[src/rtl/imm_ext_arbiter.sv]
// imm_ext_arbiter
//   Two requesters share one immediate-extension datapath: A is the
//   branch/jump-target path and B is the ALU-operand path. The winning 16-bit
//   immediate is extended to 32 bits and captured in a single-entry output
//   register. That register has a valid/ready handshake toward the downstream
//   stage.
//
//   Optional build macro:
//     IMM_EXT_FIXED_PRIO_EN - A always wins a tie and the round-robin pointer
//                             is removed. When the macro is undefined, ties
//                             alternate between A and B.
//
//   Ports:
//     Clk, Reset       clock (rising edge) and asynchronous active-high reset
//     ReqA/ImmA/ModeA  requester A: request, 16-bit immediate, extension mode
//     GntA             A accepted this cycle (combinational)
//     ReqB/ImmB/ModeB  requester B: request, 16-bit immediate, extension mode
//     GntB             B accepted this cycle (combinational)
//     OutValid         OutData/OutSrc hold a result
//     OutData          32-bit extended immediate
//     OutSrc           0 = result from A, 1 = result from B
//     OutReady         downstream consumes the result this cycle
//
//   Extension modes: 00 sign, 01 zero, 10 upper (imm << 16), 11 behaves as 00.
module imm_ext_arbiter (
  input  logic        Clk,
  input  logic        Reset,
  input  logic        ReqA,
  input  logic [15:0] ImmA,
  input  logic [1:0]  ModeA,
  output logic        GntA,
  input  logic        ReqB,
  input  logic [15:0] ImmB,
  input  logic [1:0]  ModeB,
  output logic        GntB,
  output logic        OutValid,
  output logic [31:0] OutData,
  output logic        OutSrc,
  input  logic        OutReady
);

  typedef enum logic {EMPTY = 1'b0, FULL = 1'b1} state_t;

  state_t             state_q;
  state_t             state_d;
  logic               accept;
  logic               gnt_a;
  logic               gnt_b;
  logic               load;
  logic signed [15:0] sel_imm;
  logic [1:0]         sel_mode;
  logic signed [31:0] ext_d;
  logic signed [31:0] data_p0;
  logic               src_p0;

  function automatic logic signed [31:0] ext_imm(input logic signed [15:0] imm,
                                                 input logic [1:0]         mode);
    logic signed [31:0] r;
    case (mode)
      2'b01:   r = {16'h0000, imm};
      2'b10:   r = {imm, 16'h0000};
      default: r = imm;  // signed-to-signed assignment sign-extends
    endcase
    return r;
  endfunction

  // A new result can enter when the register is empty or being drained.
  assign accept = (state_q == EMPTY) || OutReady;

`ifdef IMM_EXT_FIXED_PRIO_EN
  assign gnt_a = accept & ReqA;
  assign gnt_b = accept & ReqB & ~ReqA;
`else
  // prio_q names the requester that wins the next tie (0 = A, 1 = B).
  logic prio_q;

  assign gnt_a = accept & ReqA & (~ReqB | ~prio_q);
  assign gnt_b = accept & ReqB & (~ReqA |  prio_q);

  // The pointer moves to the requester that did not get this grant.
  always_ff @(posedge Clk or posedge Reset) begin
    if (Reset) begin
      prio_q <= 1'b0;
    end else if (gnt_a | gnt_b) begin
      prio_q <= gnt_a;
    end
  end
`endif

  assign load = gnt_a | gnt_b;

  // Arbitration and extension (combinational, ahead of the output register)
  always_comb begin
    sel_imm  = gnt_b ? ImmB  : ImmA;
    sel_mode = gnt_b ? ModeB : ModeA;
    ext_d    = ext_imm(sel_imm, sel_mode);
  end

  // Output register stage (_p0)
  always_ff @(posedge Clk or posedge Reset) begin
    if (Reset) begin
      state_q <= EMPTY;
    end else begin
      state_q <= state_d;
    end
  end

  always_comb begin
    state_d = state_q;
    case (state_q)
      EMPTY:   if (load) state_d = FULL;
      FULL:    if (load) state_d = FULL;
               else if (OutReady) state_d = EMPTY;
      default: state_d = EMPTY;
    endcase
  end

  // Reset clears the data as well, so a discarded result never reappears.
  always_ff @(posedge Clk or posedge Reset) begin
    if (Reset) begin
      data_p0 <= '0;
      src_p0  <= 1'b0;
    end else if (load) begin
      data_p0 <= ext_d;
      src_p0  <= gnt_b;
    end
  end

  always_comb begin
    OutValid = (state_q == FULL);
    OutData  = $unsigned(data_p0);
    OutSrc   = src_p0;
    // Grants are masked while Reset is high. Masking here avoids relying on
    // the asynchronous clear of the state register.
    GntA     = gnt_a & ~Reset;
    GntB     = gnt_b & ~Reset;
  end

endmodule

[config.mk]
export PLATFORM = sky130hd
export DESIGN_NAME = imm_ext_arbiter
export DESIGN_NICKNAME = d
export VERILOG_FILES = /design/src/rtl/imm_ext_arbiter.sv
export SDC_FILE = /design/constraint.sdc
export NUM_CORES = 1
export LEC_CHECK = 0
export CORE_MARGIN = 2
export CORE_UTILIZATION = 35
export DETAILED_ROUTE_END_ITERATION = 12
export HOLD_SLACK_MARGIN = 0.08
export PLACE_DENSITY = 0.72
export RECOVER_POWER = 50
export SLEW_MARGIN = 30
export SYNTH_ARGS = -nofsm -noshare
export SYNTH_HDL_FRONTEND = slang
export SYNTH_SLANG_ARGS = --single-unit
[constraint.sdc]
create_clock -name Clk -period 2.28 [get_ports Clk]
set_clock_uncertainty 0.1 [all_clocks]
set_input_delay 0.456 -clock Clk [delete_from_list [all_inputs] [get_ports Clk]]
set_output_delay 0.456 -clock Clk [all_outputs]
set_load 0.1 [all_outputs]
==> run_results.csv <==
group,metric,value,unit
die,die_area,5570,um^2
grt,gr-total-overflow,0,
worst_setup_path,rrSetupSlack,60,ps
worst_setup_path,worstPathMaxFanout,8,
worst_hold_path,min_from,"OutData[4]$_DFFE_PP0P_",
worst_setup_path,end_kind,"register",
yosys,avgSynthCellArea,10.1,um^2
grt,antenna_found_initial,0,
clock_tree,clk_latency,290,ps
yosys,synth-edff-count,0,
yosys,synth_most_common_cell,"dfrtp_1",
yosys,synth-seq-cells,35,
worst_setup_path,cpPeakStageDelay,490,ps
clock_tree,path_clk_slew,80,ps
layout,area_delta_synth_final,61.5,%
clock_tree,cts_tree,"built",
worst_setup_path,r2r_cells,9,
worst_setup_path,required,2350,ps
worst_setup_path,critical_path_class,"register to register",
die,io_pins,77,
sta,fin_hold_ws,383,ps
clock_tree,cts_made_buffers,5,
flow_run,drv_cap,0,
worst_setup_path,worstReg2RegEnd,"OutData[17]$_DFFE_PP0P_",
clock_tree,clockRootBuffer,"clkbuf_8",
placed_design,dpl.hpwl,3.49,mm
worst_setup_path,worstSetupStartpointType,"register",
run_status,status,"complete, no violations",
route,drtPass1Iterations,4,
grt,grt_max_degree,21,
pwr,ir_worst_vdd,0.596,mV
sta,hold_viol,0,
yosys,ys.flop_type,"dfrtp_1",
worst_hold_path,whs_path_depth,2,
yosys,synthTopCellsByArea,"dfrtp_1 (50%), mux2i_1 (9.2%), o21ai_0 (7.2%)",
sta,finalCritPeriodShare,97.4,%
die,rows,25,
worst_setup_path,slowest_stage,"dfrtp_4",
sta,setup_viol_count_final,0,
worst_setup_path,crit_chain,"nand2b_4 -> nand3_4 -> mux2_4 -> ha_4 -> and2_4 -> and4_4 -> nor3_4 -> buf_6 -> o22ai_1",
route,via_count,1638,
yosys,synth_area,1750,um^2
grt,grt_pass1_wl,7.62,mm
die,coreArea,4750,um^2
pwr,power.switching,1.72,mW
worst_hold_path,hold_path.class,"register to register",
route,drtIter0Drc,99,
sta,drv_slew,0,
die,die_y,74.6,um
pwr,swShare,54.3,%
placed_design,globalplace.congestion,0.736,
yosys,yosys-top-cells-count,"dfrtp_1 (35), o21ai_0 (25), nand2_1 (20)",
pwr,p_clk_share,14.2,%
sta,max_slew.worst_pin.slew,1090,ps
die,start_util,36.7,%
worst_setup_path,arrival,2290,ps
yosys,netlist_instances,172,
yosys,synth_top_area_cell,"dfrtp_1",
sta,rsz0062_at_grt,"true",
yosys,synth_cell_types,29,
layout,nNetsFinal,307,
worst_hold_path,min_to,"OutData[4]$_DFFE_PP0P_",
route,wl,4.78,mm
yosys,ys_async_sr_fraction,100,%
yosys,ys_warn_count,0,
route,vias_per_cell,4.93,
clock_tree,cts.sink_count,35,
layout,post-route-util,59.3,%
pwr,power.internal,1.45,mW
route,detail-route-antenna-nets,0,
clock_tree,clk_path_buf_depth,2,
layout,antennaDiodeCount,0,
yosys,seq_area_frac_synth,50.2,%
die,die_w,74.6,um
pwr,p_leak,1.29,nW
route,wl_per_cell,14.4,um
pwr,pwr_density_cell,1120,nW/um^2
grt,grt_pass1_vias,1691,
clock_tree,h-tree-depth,2,
yosys,synth_fp_nets,215,
layout,drive_gt1_share,35.5,%
yosys,synth_top_area_share,50.2,%
placed_design,port_buffers,76,
grt,track_usage,17.9,%
sta,fin_crit,2220,ps
sta,slew_headroom,27.6,%
sta,fmax,0.450,GHz
pwr,seqPwrFrac,27.3,%
pwr,pwr-share-comb,58.5,%
route,drcViolationCount,0,
worst_setup_path,reg2reg_from,"OutValid$_DFF_PP0_",
per-stage QoR:
stage | cell area (um^2) | instances | power (mW) | worst slack, ps | TNS, ps
final | 2820 | 332 | 3.17 | 59.5 | 0
after global routing | 2820 | 332 | 3.29 | -15.8 | -87.9
after CTS | 2780 | 331 | 3.17 | 3.09 | 0
after detailed placement | 2590 | 320 | 2.65 | -498 | -11580
after global placement | 2590 | 320 | 2.63 | -426 | -10210
after floorplan | 1780 | 172 | 2.21 | -250 | -3360
cells by family after synthesis:
family	count (synthesis)	synth area share (%)
flops	35	50.2
compound gates	57	18.6
buf+inv	15	6.59
simple gates	45	12.7
fa+ha+maj	2	1.43
mux	18	10.5
power by group through the flow:
stage | logic, mW | clock network, mW | registers [mW]
after floorplan | 0.338 | 0 | 1.87
after global placement | 1.76 | 0 | 0.870
after detailed placement | 1.77 | 0 | 0.875
after CTS | 1.84 | 0.465 | 0.866
after global routing | 1.92 | 0.483 | 0.887
final | 1.85 | 0.451 | 0.866
metal layers:
layer	track usage, %	routed length [um]
met3	5.35	343
met4	3.57	18
met2	31.2	2450
met1	22.3	1970
met5	0	0
worst max-delay path, delay by kind of cell (launching register included):
family	cells	cell delay, ps
compound gates	1	100
fa+ha+maj	1	260
buf+inv	1	200
flops	1	490
mux	1	330
simple gates	5	600
registers in the layout, indices dropped and copies added, names as in the netlist:
signal	cells
OutValid	1
OutSrc	1
OutData	32
prio_q	1
how the worst max path moves through the flow:
stage	from	end	slack, ps	cells after the start
after floorplan	OutValid$_DFF_PP0_	OutData[21]$_DFFE_PP0P_	-250	11
after global placement	OutReady	OutData[18]$_DFFE_PP0P_	-430	11
after detailed placement	OutReady	OutData[25]$_DFFE_PP0P_	-500	11
after CTS	OutValid$_DFF_PP0_	OutData[18]$_DFFE_PP0P_	3	11
after global routing	OutValid$_DFF_PP0_	OutData[23]$_DFFE_PP0P_	-20	9
final	OutValid$_DFF_PP0_	OutData[17]$_DFFE_PP0P_	60	9
cell type report:
cell class              count  area [um^2]
clock inverters             3         20.0
flip-flops and latches     35          880
repair buffers             97          850
multi-input cells         122          906
well taps                  67         83.8
fillers                   426         1940
inverters                   3         11.3
clock buffers               5         68.8
layout by cell type (no fill, tap or decap), types with 2 or more instances in the layout:
cell type,count
buf_4,51
clkdlybuf4s50_1,36
dfrtp_1,34
o21ai_0,25
nand2_1,19
mux2i_1,16
nor2_1,15
o22ai_2,9
o21ai_1,8
clkbuf_8,5
o22ai_1,4
dlygate4sd2_1,3
nand2b_4,2
o21ai_2,2
mux2_4,2
inv_1,2
a21oi_1,2
a31oi_1,2
o22ai_4,2
clkinvlp_4,2
clkbuf_1,2
buf_12,2
buf_6,2
timing repair:
| item | in CTS | in global routing |
|---|---|---|
| setup endpoints to repair | 17 | 15 |
| cloned | 1 | 0 |
| setup buffers | 2 | 4 |
| pin swaps | 1 | 3 |
| hold buffers | 0 | 0 |
| gates resized for setup | 14 | 13 |
No activity file was read; power rests on OpenSTA's default activity.
